**src/rtl/uart_core.sv**
```systemverilog
// Full-duplex UART: runtime parity/stop configuration, ready/valid FIFO channels,
// mid-bit rx sampling with start-bit glitch rejection and per-word error flags.

module uart_fifo #(
  parameter int unsigned WIDTH = 8,
  parameter int unsigned DEPTH = 4
) (
  input  logic             clk,
  input  logic             reset,
  input  logic             push,
  input  logic [WIDTH-1:0] din,
  input  logic             pop,
  output logic [WIDTH-1:0] dout,
  output logic             empty,
  output logic             full
);
  localparam int unsigned AW = $clog2(DEPTH);
  localparam logic [AW:0] FULL_CNT = DEPTH[AW:0];

  logic [WIDTH-1:0] mem [DEPTH];
  logic [AW-1:0]    wp, rp;
  logic [AW:0]      count;
  logic             do_push, do_pop;

  assign empty   = (count == '0);
  assign full    = (count == FULL_CNT);
  assign do_pop  = pop && !empty;
  // A pop in the same cycle frees the slot, so a push to a full FIFO still lands.
  assign do_push = push && (!full || do_pop);
  assign dout    = mem[rp];

  always_ff @(posedge clk) begin
    if (do_push) mem[wp] <= din;
  end

  always_ff @(posedge clk or negedge reset) begin
    if (!reset) begin
      wp    <= '0;
      rp    <= '0;
      count <= '0;
    end else begin
      if (do_push) wp <= wp + 1'b1;
      if (do_pop)  rp <= rp + 1'b1;
      case ({do_push, do_pop})
        2'b10:   count <= count + 1'b1;
        2'b01:   count <= count - 1'b1;
        default: ;
      endcase
    end
  end
endmodule

module uart_core #(
  parameter int unsigned DATA_BITS  = 8,
  parameter int unsigned FIFO_DEPTH = 4,
  parameter int unsigned DIV_WIDTH  = 14
) (
  input  logic                 clk,
  input  logic                 reset,
  input  logic                 rx,
  output logic                 tx,
  input  logic [DATA_BITS-1:0] tx_data,
  input  logic                 tx_valid,
  output logic                 tx_ready,
  output logic [DATA_BITS-1:0] rx_data,
  output logic                 rx_valid,
  input  logic                 rx_ready,
  output logic                 rx_frame_err,
  output logic                 rx_parity_err,
  output logic                 rx_overrun,
  input  logic                 clr_err,
  input  logic [DIV_WIDTH-1:0] baud_tick_max,
  input  logic                 parity_en,
  input  logic                 parity_odd,
  input  logic                 stop2,
  output logic                 tx_busy
);
  localparam int unsigned BW = $clog2(DATA_BITS);
  localparam logic [BW-1:0] LAST_BIT = BW'(DATA_BITS - 1);

  // ---------------- transmitter ----------------
  typedef enum logic [2:0] {TX_IDLE, TX_START, TX_DATA, TX_PARITY, TX_STOP} tx_state_t;
  tx_state_t tx_state, tx_next;

  logic [DATA_BITS-1:0] txf_dout, tx_shift;
  logic                 txf_empty, txf_full, txf_pop;
  logic [DIV_WIDTH-1:0] tx_cnt, tx_n;
  logic [BW-1:0]        tx_idx;
  logic                 tx_stop_idx, tx_par_en, tx_stop2, tx_par_bit;
  logic                 tx_tick, tx_bit, tx_q;

  uart_fifo #(.WIDTH(DATA_BITS), .DEPTH(FIFO_DEPTH)) u_tx_fifo (
    .clk(clk), .reset(reset), .push(tx_valid && tx_ready), .din(tx_data),
    .pop(txf_pop), .dout(txf_dout), .empty(txf_empty), .full(txf_full)
  );

  assign tx_ready = !txf_full;
  assign tx_busy  = (tx_state != TX_IDLE);
  assign tx_tick  = (tx_cnt == tx_n);
  assign tx       = tx_q;

  always_comb begin
    tx_next = tx_state;
    txf_pop = 1'b0;
    tx_bit  = 1'b1;
    case (tx_state)
      TX_IDLE:   if (!txf_empty) begin txf_pop = 1'b1; tx_next = TX_START; end
      TX_START:  begin tx_bit = 1'b0; if (tx_tick) tx_next = TX_DATA; end
      TX_DATA: begin
        tx_bit = tx_shift[0];
        if (tx_tick && tx_idx == LAST_BIT) tx_next = tx_par_en ? TX_PARITY : TX_STOP;
      end
      TX_PARITY: begin tx_bit = tx_par_bit; if (tx_tick) tx_next = TX_STOP; end
      TX_STOP:   if (tx_tick && tx_stop_idx == tx_stop2) tx_next = TX_IDLE;
      default:   tx_next = TX_IDLE;
    endcase
  end

  // tx is registered, so the line lags the state by one clock throughout.
  always_ff @(posedge clk or negedge reset) begin
    if (!reset) begin
      tx_state <= TX_IDLE;
      tx_q     <= 1'b1;
    end else begin
      tx_state <= tx_next;
      tx_q     <= tx_bit;
    end
  end

  always_ff @(posedge clk or negedge reset) begin
    if (!reset) begin
      tx_shift    <= '0;
      tx_par_bit  <= 1'b0;
      tx_n        <= '0;
      tx_par_en   <= 1'b0;
      tx_stop2    <= 1'b0;
      tx_cnt      <= '0;
      tx_idx      <= '0;
      tx_stop_idx <= 1'b0;
    end else if (txf_pop) begin
      tx_shift    <= txf_dout;
      tx_par_bit  <= (^txf_dout) ^ parity_odd;
      tx_n        <= baud_tick_max;
      tx_par_en   <= parity_en;
      tx_stop2    <= stop2;
      tx_cnt      <= '0;
      tx_idx      <= '0;
      tx_stop_idx <= 1'b0;
    end else if (tx_state != TX_IDLE) begin
      if (tx_tick) begin
        tx_cnt <= '0;
        if (tx_state == TX_DATA) begin
          tx_shift <= tx_shift >> 1;
          tx_idx   <= tx_idx + 1'b1;
        end
        if (tx_state == TX_STOP) tx_stop_idx <= 1'b1;
      end else begin
        tx_cnt <= tx_cnt + 1'b1;
      end
    end
  end

  // ---------------- receiver ----------------
  typedef enum logic [2:0] {RX_IDLE, RX_START, RX_DATA, RX_PARITY, RX_STOP, RX_WAIT_HIGH} rx_state_t;
  rx_state_t rx_state, rx_next;

  logic                 rx_s1, rx_s2;
  logic [DIV_WIDTH-1:0] rx_cnt, rx_n;
  logic [BW-1:0]        rx_idx;
  logic [DATA_BITS-1:0] rx_shift;
  logic                 rx_par_en, rx_par_odd, rx_par_err;
  logic                 rx_tick, rx_half, rx_push;
  logic [DATA_BITS+1:0] rxf_dout;
  logic                 rxf_empty, rxf_full;

  assign rx_tick = (rx_cnt == rx_n);
  assign rx_half = (rx_cnt == (rx_n >> 1));

  always_comb begin
    rx_next = rx_state;
    rx_push = 1'b0;
    case (rx_state)
      RX_IDLE:      if (!rx_s2) rx_next = RX_START;
      RX_START:     if (rx_half) rx_next = rx_s2 ? RX_IDLE : RX_DATA;
      RX_DATA:      if (rx_tick && rx_idx == LAST_BIT) rx_next = rx_par_en ? RX_PARITY : RX_STOP;
      RX_PARITY:    if (rx_tick) rx_next = RX_STOP;
      RX_STOP: if (rx_tick) begin
        rx_push = 1'b1;
        rx_next = rx_s2 ? RX_IDLE : RX_WAIT_HIGH;
      end
      RX_WAIT_HIGH: if (rx_s2) rx_next = RX_IDLE;
      default:      rx_next = RX_IDLE;
    endcase
  end

  always_ff @(posedge clk or negedge reset) begin
    if (!reset) begin
      rx_s1    <= 1'b1;
      rx_s2    <= 1'b1;
      rx_state <= RX_IDLE;
    end else begin
      rx_s1    <= rx;
      rx_s2    <= rx_s1;
      rx_state <= rx_next;
    end
  end

  // Config is re-latched every idle cycle, so the value at the start bit is what sticks.
  always_ff @(posedge clk or negedge reset) begin
    if (!reset) begin
      rx_cnt     <= '0;
      rx_n       <= '0;
      rx_idx     <= '0;
      rx_shift   <= '0;
      rx_par_en  <= 1'b0;
      rx_par_odd <= 1'b0;
      rx_par_err <= 1'b0;
    end else begin
      case (rx_state)
        RX_IDLE: begin
          rx_cnt     <= '0;
          rx_idx     <= '0;
          rx_par_err <= 1'b0;
          rx_n       <= baud_tick_max;
          rx_par_en  <= parity_en;
          rx_par_odd <= parity_odd;
        end
        RX_START: rx_cnt <= rx_half ? '0 : rx_cnt + 1'b1;
        RX_DATA, RX_PARITY, RX_STOP: begin
          if (rx_tick) begin
            rx_cnt <= '0;
            if (rx_state == RX_DATA) begin
              rx_shift <= {rx_s2, rx_shift[DATA_BITS-1:1]};
              rx_idx   <= rx_idx + 1'b1;
            end
            if (rx_state == RX_PARITY) rx_par_err <= rx_s2 ^ (^rx_shift) ^ rx_par_odd;
          end else begin
            rx_cnt <= rx_cnt + 1'b1;
          end
        end
        default: ;
      endcase
    end
  end

  uart_fifo #(.WIDTH(DATA_BITS + 2), .DEPTH(FIFO_DEPTH)) u_rx_fifo (
    .clk(clk), .reset(reset), .push(rx_push), .din({rx_par_err, !rx_s2, rx_shift}),
    .pop(rx_ready), .dout(rxf_dout), .empty(rxf_empty), .full(rxf_full)
  );

  assign rx_valid      = !rxf_empty;
  assign rx_data       = rx_valid ? rxf_dout[DATA_BITS-1:0] : '0;
  assign rx_frame_err  = rx_valid && rxf_dout[DATA_BITS];
  assign rx_parity_err = rx_valid && rxf_dout[DATA_BITS+1];

  always_ff @(posedge clk or negedge reset) begin
    if (!reset)                                                rx_overrun <= 1'b0;
    else if (rx_push && rxf_full && !(rx_ready && rx_valid))   rx_overrun <= 1'b1;
    else if (clr_err)                                          rx_overrun <= 1'b0;
  end
endmodule

```
**config.mk**
```make
export PLATFORM = sky130hd
export DESIGN_NAME = uart_core
export DESIGN_NICKNAME = d
export VERILOG_FILES = /design/src/rtl/uart_core.sv
export SDC_FILE = /design/constraint.sdc
export NUM_CORES = 1
export LEC_CHECK = 0
export CAP_MARGIN = 20
export CORE_ASPECT_RATIO = 0.9
export CORE_MARGIN = 2
export CORE_UTILIZATION = 54
export DETAILED_ROUTE_END_ITERATION = 7
export GPL_ROUTABILITY_DRIVEN = 0
export PLACE_DENSITY = 0.83
export SLEW_MARGIN = 10
export SYNTH_ARGS = -nofsm -noshare
export SYNTH_HDL_FRONTEND = slang
export SYNTH_SLANG_ARGS = --single-unit
```
**constraint.sdc**
```tcl
create_clock -name clk -period 2.4 [get_ports clk]
set_input_delay 0.48 -clock clk [delete_from_list [all_inputs] [get_ports clk]]
set_output_delay 0.48 -clock clk [all_outputs]
set_load 0.005 [all_outputs]
```
==> results.md, run 1 <==
- Mapped cell area: 0.008617 mm²
- Post-synth EDFFs: 72
- Die W: 137.2 µm
- Gr usage total: 23.84%
- Worst-Margin Slew: 0.5912 ns
- Area leader, netlist: dfrtp_1
- Rel. slew slack: 60.28%
- Worst path max stage delay: 0.42 ns
- Worst vdd rail ir drop: 0.0006420 V
- Detailed Place HPWL: 12,870 µm
- Core Box Area: 0.01549 mm²
- I/O pin cnt: 46
- Detailed Routing Iterations Pass 1: 5
- Area Overhead vs Synth: 20.05%
- CP startpoint kind: register
- DRC Markers: 0
- WL met2: 9378 µm
- Antenna violations before repair: 0
- Most frequent cell after synthesis: dfrtp_1
- Top routing layer used: met4
- Setup TNS: -0.008379 ns
- Crit-path cells: xor2_1 -> nor4_2 -> and4_4 -> nand3_4 -> nand3_2 -> fa_2 -> nor4_4 -> a31o_2 -> a211o_1
- Worst setup margin: -0.008379 ns
- Fmax: 0.4152 GHz
- CTS tree: yes
- Placement row count: 43
- CTS max path bufs: 2
- Layout cell share with drive strength beyond 1: 22.04%
- IO buf count: 45
- Seq/Total Area, Yosys: 56.79%
- Fin area: 0.01034 mm²
- Final Power: 10.40 mW
- Reg2reg end: u_rx_fifo.count[2]$_DFFE_PN0P_
- Yosys warns: 0
- Placed cell area: 0.009584 mm²
- Crit path capture type: register
- Crit-path slowest cell: nor4_2
- Number of max-cap violations: 0
- RSZ-0062 raised after global routing: yes
- Post-Syn Nets: 758
- DR vias: 5,928
- Total clock sinks: 181
- Slew Limit Fails: 0
- Via density: 5.846
- Mean area per synthesized cell: 12.14 µm²
- Cells on worst reg2reg path: 9
- Final core occ: 66.76%
- Final min period: 2.408 ns
- Clock Skew: 0.008901 ns
- Critical Path RT: 2.73 ns
- Worst r2r src: rx_n[7]$_DFFE_PN0P_
- Failing checks: setup timing
- Final Cycle Share: 100.3%
- Clock latency on the worst-skew pair: 0.44 ns
- Top cells by area, synth: dfrtp_1 (31%), edfxtp_1 (25%), xnor2_1 (5.2%)
- Worst hold path type: in -> async
- DIE HEIGHT: 123.8 µm
- Crit path max fanout: 3
- WL per Instance: 18.48 µm
- Ys flop type: dfrtp_1
- Met3 Wirelength: 940 µm
- Nets@finish: 847
- Lkg Pwr: 4.234 nW
- Global-route wire length before repair: 30,850 µm
- Total routed wirelength: 18,740 µm
- GRT Residual Overflow: 0
- Yosys cell types: 58
- #FFs+latches synth: 181
- Endpoints failing hold: 0
- Status: complete, but fails checks
- Root Driver: clkbuf_16
- Gate Count Post-Synth: 710
- PD cells: 1006 mW/mm²
- Commonest cells in the synthesized netlist: dfrtp_1 (106), nand2_1 (88), edfxtp_1 (72)
- Post-synth top area share: 30.78%
- Clock transition at path regs: 0.07 ns
- Post-route ant nets: 0
- Starting Density: 55.61%
- H-tree depth: 4
- Die ar.: 0.01699 mm²
- CP Class: reg -> reg
- Antenna cells: 0
- Largest net degree at the start of global routing: 46
- Met1 Wirelength: 7852 µm
- R2R Setup Slk: -0.008 ns
- Finish-stage setup viols: 1
- Initial drt markers: 520
- Min Hold Slack: 0.02882 ns
- Vias in the first global route: 6,140
- Total CTS buffers: 17
- Ys async rst share: 60.22%
- CP Data Arrival Time: 2.74 ns
## flip-flops by register name, summed over array words and instances (netlist names), 8 cells and up
name,cells
u_rx_fifo.mem,40
u_tx_fifo.mem,32
rx_cnt,14
rx_n,14
tx_cnt,14
tx_n,14
rx_shift,8
tx_shift,8
## logic make-up (layout without fill, tap and decap cells)
kind of cell	after synthesis	count (layout)	synth area share, %
compound gates	98	98	7.536
mux	47	47	8.727
xor+xnor	76	76	7.884
buf+inv	60	162	2.977
simple gates	231	231	13.45
fa+ha+maj	17	17	2.643
flops	181	181	56.79
## final cells by class
cell class / instances / area, µm²
clock buffer: 18 / 439.2
clock inverter: 14 / 153.9
fill: 1075 / 5150
inverter: 26 / 97.59
multi-input combinational: 469 / 3556
sequential: 181 / 4893
tap: 202 / 252.7
timing repair buffer: 104 / 952.2
## through the flow
step                setup WS, ns  std cells
floorplan             0.00005551        710
global placement         0.07825        970
detailed placement     -0.009947        970
CTS                     -0.03573       1010
global route            -0.08701       1014
finish                 -0.008379       1014
## layer usage
layer | GRT usage (%) | vias up
met5 | 0 | -
met4 | 11.34 | 0
met3 | 4.396 | 49
met2 | 39.93 | 218
met1 | 30.26 | 2962
li1 | - | 2699
## timing repair
item	in CTS	in global routing
hold buffers	0	0
buffers inserted	8	4
cloned	0	0
gates resized for setup	25	20
endpoints found under the setup margin	13	60
pin swaps	13	4
## power breakdown
part | switching (mW) | internal [mW] | leakage (nW) | total, mW
Combinational | 1.64 | 1.80 | 1.95 | 3.44
Clock | 1.27 | 1.50 | 0.287 | 2.78
Sequential | 0.469 | 3.71 | 1.99 | 4.18
## worst max-delay path: cells and delay by family (launching register included)
| family | cells | cell delay, ns |
|---|---|---|
| XOR/XNOR | 1 | 0.18 |
| adder cells (fa/ha/maj) | 1 | 0.26 |
| flip-flops | 1 | 0.40 |
| AND/OR/NAND/NOR | 5 | 1.00 |
| AO/OA/AOI/OAI | 2 | 0.46 |
## cells in the final DEF, fill, tap and decap left out, types with 4 or more instances in the layout
master and n:
mux2_2 17, mux4_2 18, a31o_2 4, o22ai_1 9, clkbuf_16 17, a21o_1 5, mux2_4 7, nor2_1 35
a21oi_1 8, buf_12 6, a31oi_1 5, nor3_1 18, clkdlybuf4s50_1 34, edfxtp_1 72, nand2_1 88, nand3_1 14
ha_1 15, o21ba_2 7, clkbuf_2 4, dfrtp_1 106, buf_4 51, xnor2_1 51, xor2_1 22, mux2i_1 5
inv_6 6, inv_1 25, and2_1 14, and2_4 4, clkdlybuf4s15_1 5, nand4_1 10, o21ai_0 42, and3_1 12
nand2b_1 6
## how the worst max path moves through the flow
| stage | from | cells after the start | end | slack (ns) |
|---|---|---|---|---|
| final | rx_n[7]$_DFFE_PN0P_ | 9 | u_rx_fifo.count[2]$_DFFE_PN0P_ | -0.008 |
| after global routing | rx_n[7]$_DFFE_PN0P_ | 9 | u_rx_fifo.count[2]$_DFFE_PN0P_ | -0.09 |
| after CTS | u_rx_fifo.rp[0]$_DFFE_PN0P_ | 5 | rx_data[6] | -0.04 |
| after detailed placement | rx_n[1]$_DFFE_PN0P_ | 9 | u_rx_fifo.count[2]$_DFFE_PN0P_ | -0.01 |
| after global placement | rx_cnt[0]$_DFFE_PN0P_ | 9 | u_rx_fifo.count[2]$_DFFE_PN0P_ | 0.08 |
| after floorplan | rx_cnt[5]$_DFFE_PN0P_ | 10 | u_rx_fifo.count[2]$_DFFE_PN0P_ | 0.00006 |
Power figures use the tool's default switching activity.
==> inputs of run 2 (changes only) <==
Settings changed: CAP_MARGIN 20 to unset.
==> results of run 2 <==
Final layout, timing and power as in run 1 (identical DEF).
==> inputs of run 3 (changes only) <==
Settings changed: CORE_UTILIZATION 54 to 65, GPL_ROUTABILITY_DRIVEN 0 to unset, PLACE_DENSITY 0.83 to 0.93.
Clock period 2.4 ns to 2.9 ns, I/O delays scaled along.
==> results.md, run 3 (same netlist as run 1, synthesis figures left out) <==
- Endpoints failing hold: 0 (unchanged)
- Worst-Margin Slew: 0.8916 ns (+0.3005 ns)
- Hold_buf cts: 0 (unchanged)
- Post-route ant nets: 0 (unchanged)
- CP Data Arrival Time: 3.09 ns (+0.35 ns)
- CTS max path bufs: 2 (unchanged)
- Clock latency on the worst-skew pair: 0.44 ns (about the same)
- Fillers: 741 (-31%)
- Placed Instances: 893 (-7.9%)
- Non-filler cells, final: 926 (-8.7%)
- Number of max-cap violations: 0 (unchanged)
- CP startpoint kind: register
- Cells on worst reg2reg path: 9 (unchanged)
- Placed cell area: 0.009189 mm² (-4.1%)
- Clock transition at path regs: 0.07 ns (about the same)
- Final min period: 2.761 ns (+0.3526 ns)
- Crit path max fanout: 9 (+6)
- Placement row count: 39 (-9.3%)
- Nets@finish: 797 (-5.9%)
- Via density: 6.268 (+7.2%)
- Starting Density: 67.14% (+12 points)
- Die ar.: 0.01420 mm² (-16%)
- Final Cycle Share: 95.21% (-5.1 points)
- Crit path buf inv count: 0 (unchanged)
- Crit path from: rx_cnt[2]$_DFFE_PN0P_
- Critical Path RT: 3.23 ns (+0.50 ns)
- Worst vdd rail ir drop: 0.0005153 V (-20%)
- Lkg Pwr: 3.924 nW (-7.3%)
- Most frequent cells in the layout: dfrtp_1 (106), nand2_1 (88), edfxtp_1 (72), xnor2_1 (51), clkdlybuf4s50_1 (44)
- Worst r2r src: rx_cnt[2]$_DFFE_PN0P_
- Area Overhead vs Synth: 13.66%
- Root Driver: clkbuf_16
- Antenna violations before repair: 0 (unchanged)
- Critical path's top delay family: simple AND/OR/NAND/NOR gates
- Detailed Place HPWL: 12,650 µm (-1.7%)
- Gr usage total: 27.95% (+4.1 points)
- PD cells: 846.8 mW/mm² (-16%)
- Total clock sinks: 181 (unchanged)
- RD Place Congestion: 0.9595
- Global-route wire length before repair: 30,960 µm (+0.36%)
- Detailed Routing Iterations Pass 1: 7 (+2)
- Worst setup path end: u_rx_fifo.count[2]$_DFFE_PN0P_
- CTS tree: yes
- Slew Limit Fails: 0 (unchanged)
- Core Box Area: 0.01283 mm² (-17%)
- Largest regs: u_rx_fifo.mem: 40 flops, u_tx_fifo.mem: 32 flops
- Die W: 125.4 µm (-8.6%)
- Antenna cells: 0 (unchanged)
- Reg area: 0.004893 mm² (unchanged)
- Clock Skew: 0.01048 ns (+0.001584 ns)
- DRC Markers: 0 (unchanged)
- Final Power: 8.294 mW (-20%)
- Fmax: 0.3622 GHz (-13%)
- DR vias: 5,804 (-2.1%)
- Largest net degree at the start of global routing: 68 (+48%)
- I/O pin cnt: 46 (unchanged)
- Crit-path slowest cell: dfrtp_1
- R2R Setup Slk: 0.14 ns (+0.15 ns)
- Fin area: 0.009794 mm² (-5.3%)
- Layout cell share with drive strength beyond 1: 14.83% (-7.2 points)
- H-tree depth: 4 (unchanged)
- Total CTS buffers: 17 (unchanged)
- Finish-stage setup viols: 0 (-1)
- WL per Instance: 19.97 µm (+8.1%)
- Crit-path cells: xor2_1 -> nor4_2 -> and4_2 -> nand3_2 -> nand3_1 -> fa_1 -> nor4_1 -> a31o_2 -> a211o_1
- Multi-input gate area: 0.003483 mm² (-2.0%)
- DIE HEIGHT: 113.2 µm (-8.6%)
- Logic depth of the worst path, buffers included: 9 (unchanged)
- Status: finished, final reports clean
- CP Class: reg -> reg
- Crit path capture type: register
- Setup TNS: 0 ns (+0.008379 ns)
- GRT Residual Overflow: 0 (unchanged)
- Vias in the first global route: 5,980 (-2.6%)
- Worst path max stage delay: 0.48 ns (+0.06 ns)
- Rel. slew slack: 39.93% (-20 points)
- Total routed wirelength: 18,490 µm (-1.3%)
- RSZ-0062 raised after global routing: no
- Commonest non-fill, non-tap cell in the layout: dfrtp_1
- Largest Register: u_rx_fifo.mem
- Min Hold Slack: 0.1271 ns (+0.09826 ns)
- Worst hold path type: in -> async
- Largest register FFs: 40 (unchanged)
- IO buf count: 45 (unchanged)
- Reg2reg end: u_rx_fifo.count[2]$_DFFE_PN0P_
- Initial drt markers: 849 (+63%)
-- run 3: cell count changes in the layout (fill, tap and decap cells not counted), moves of 4 or more --
cell	delta
buf_4	-42
and2_4	-4
and2_2	+4
clkdlybuf4s15_1	-5
inv_6	-4
clkbuf_2	-4
clkdlybuf4s50_1	+10
buf_12	-5
-- run 3: cell type report --
class,instances,area share (%)
Inverter,26,0.9964
Multi-Input combinational cell,469,35.56
Clock buffer,17,4.343
Clock inverter,15,1.648
Sequential cell,181,49.96
Timing Repair Buffer,54,5.391
Tap cell,164,2.095
-- run 3: per-stage QoR --
step	setup WS [ns]	utilization [%]
2_1_floorplan	0.1965	-
3_3_place_gp	0.2383	71.60
3_5_place_dp	0.1143	71.60
4_1_cts	0.01549	76.17
5_1_grt	0.02295	76.32
6_report	0.1390	76.32
-- run 3: how the worst min path moves through the flow --
| stage | startpoint | endpoint | slack, ns | cells past startpoint |
|---|---|---|---|---|
| 2_1_floorplan | reset | rx_cnt[0]$_DFFE_PN0P_ | 0.28 | 0 |
| 3_3_place_gp | rx_s1$_DFF_PN1_ | rx_s2$_DFF_PN1_ | 0.35 | 0 |
| 3_5_place_dp | rx_s1$_DFF_PN1_ | rx_s2$_DFF_PN1_ | 0.35 | 0 |
| 4_1_cts | reset | rx_overrun$_DFFE_PN0P_ | 0.15 | 1 |
| 5_1_grt | reset | u_rx_fifo.rp[0]$_DFFE_PN0P_ | 0.17 | 1 |
| 6_report | reset | u_rx_fifo.rp[0]$_DFFE_PN0P_ | 0.13 | 1 |
-- run 3: metal layers --
layer | track usage, % | wire, µm | vias to the layer above
met1 | 37.40 | 7578 | 2843
met5 | 0 | 0 | -
li1 | - | - | 2594
met4 | 10.59 | 589 | 0
met3 | 6.194 | 1143 | 75
met2 | 45.65 | 9179 | 292
-- run 3: repair_timing --
action                     in CTS  in global routing
setup buffers                   0                  1
setup endpoints to repair       0                 51
gates resized for setup         0                  6
-- run 3: report_power, final --
part	switching [mW]	internal, mW
clock	0.954	1.34
sequential	0.473	3.07
combinational	1.18	1.28
total	2.60	5.69
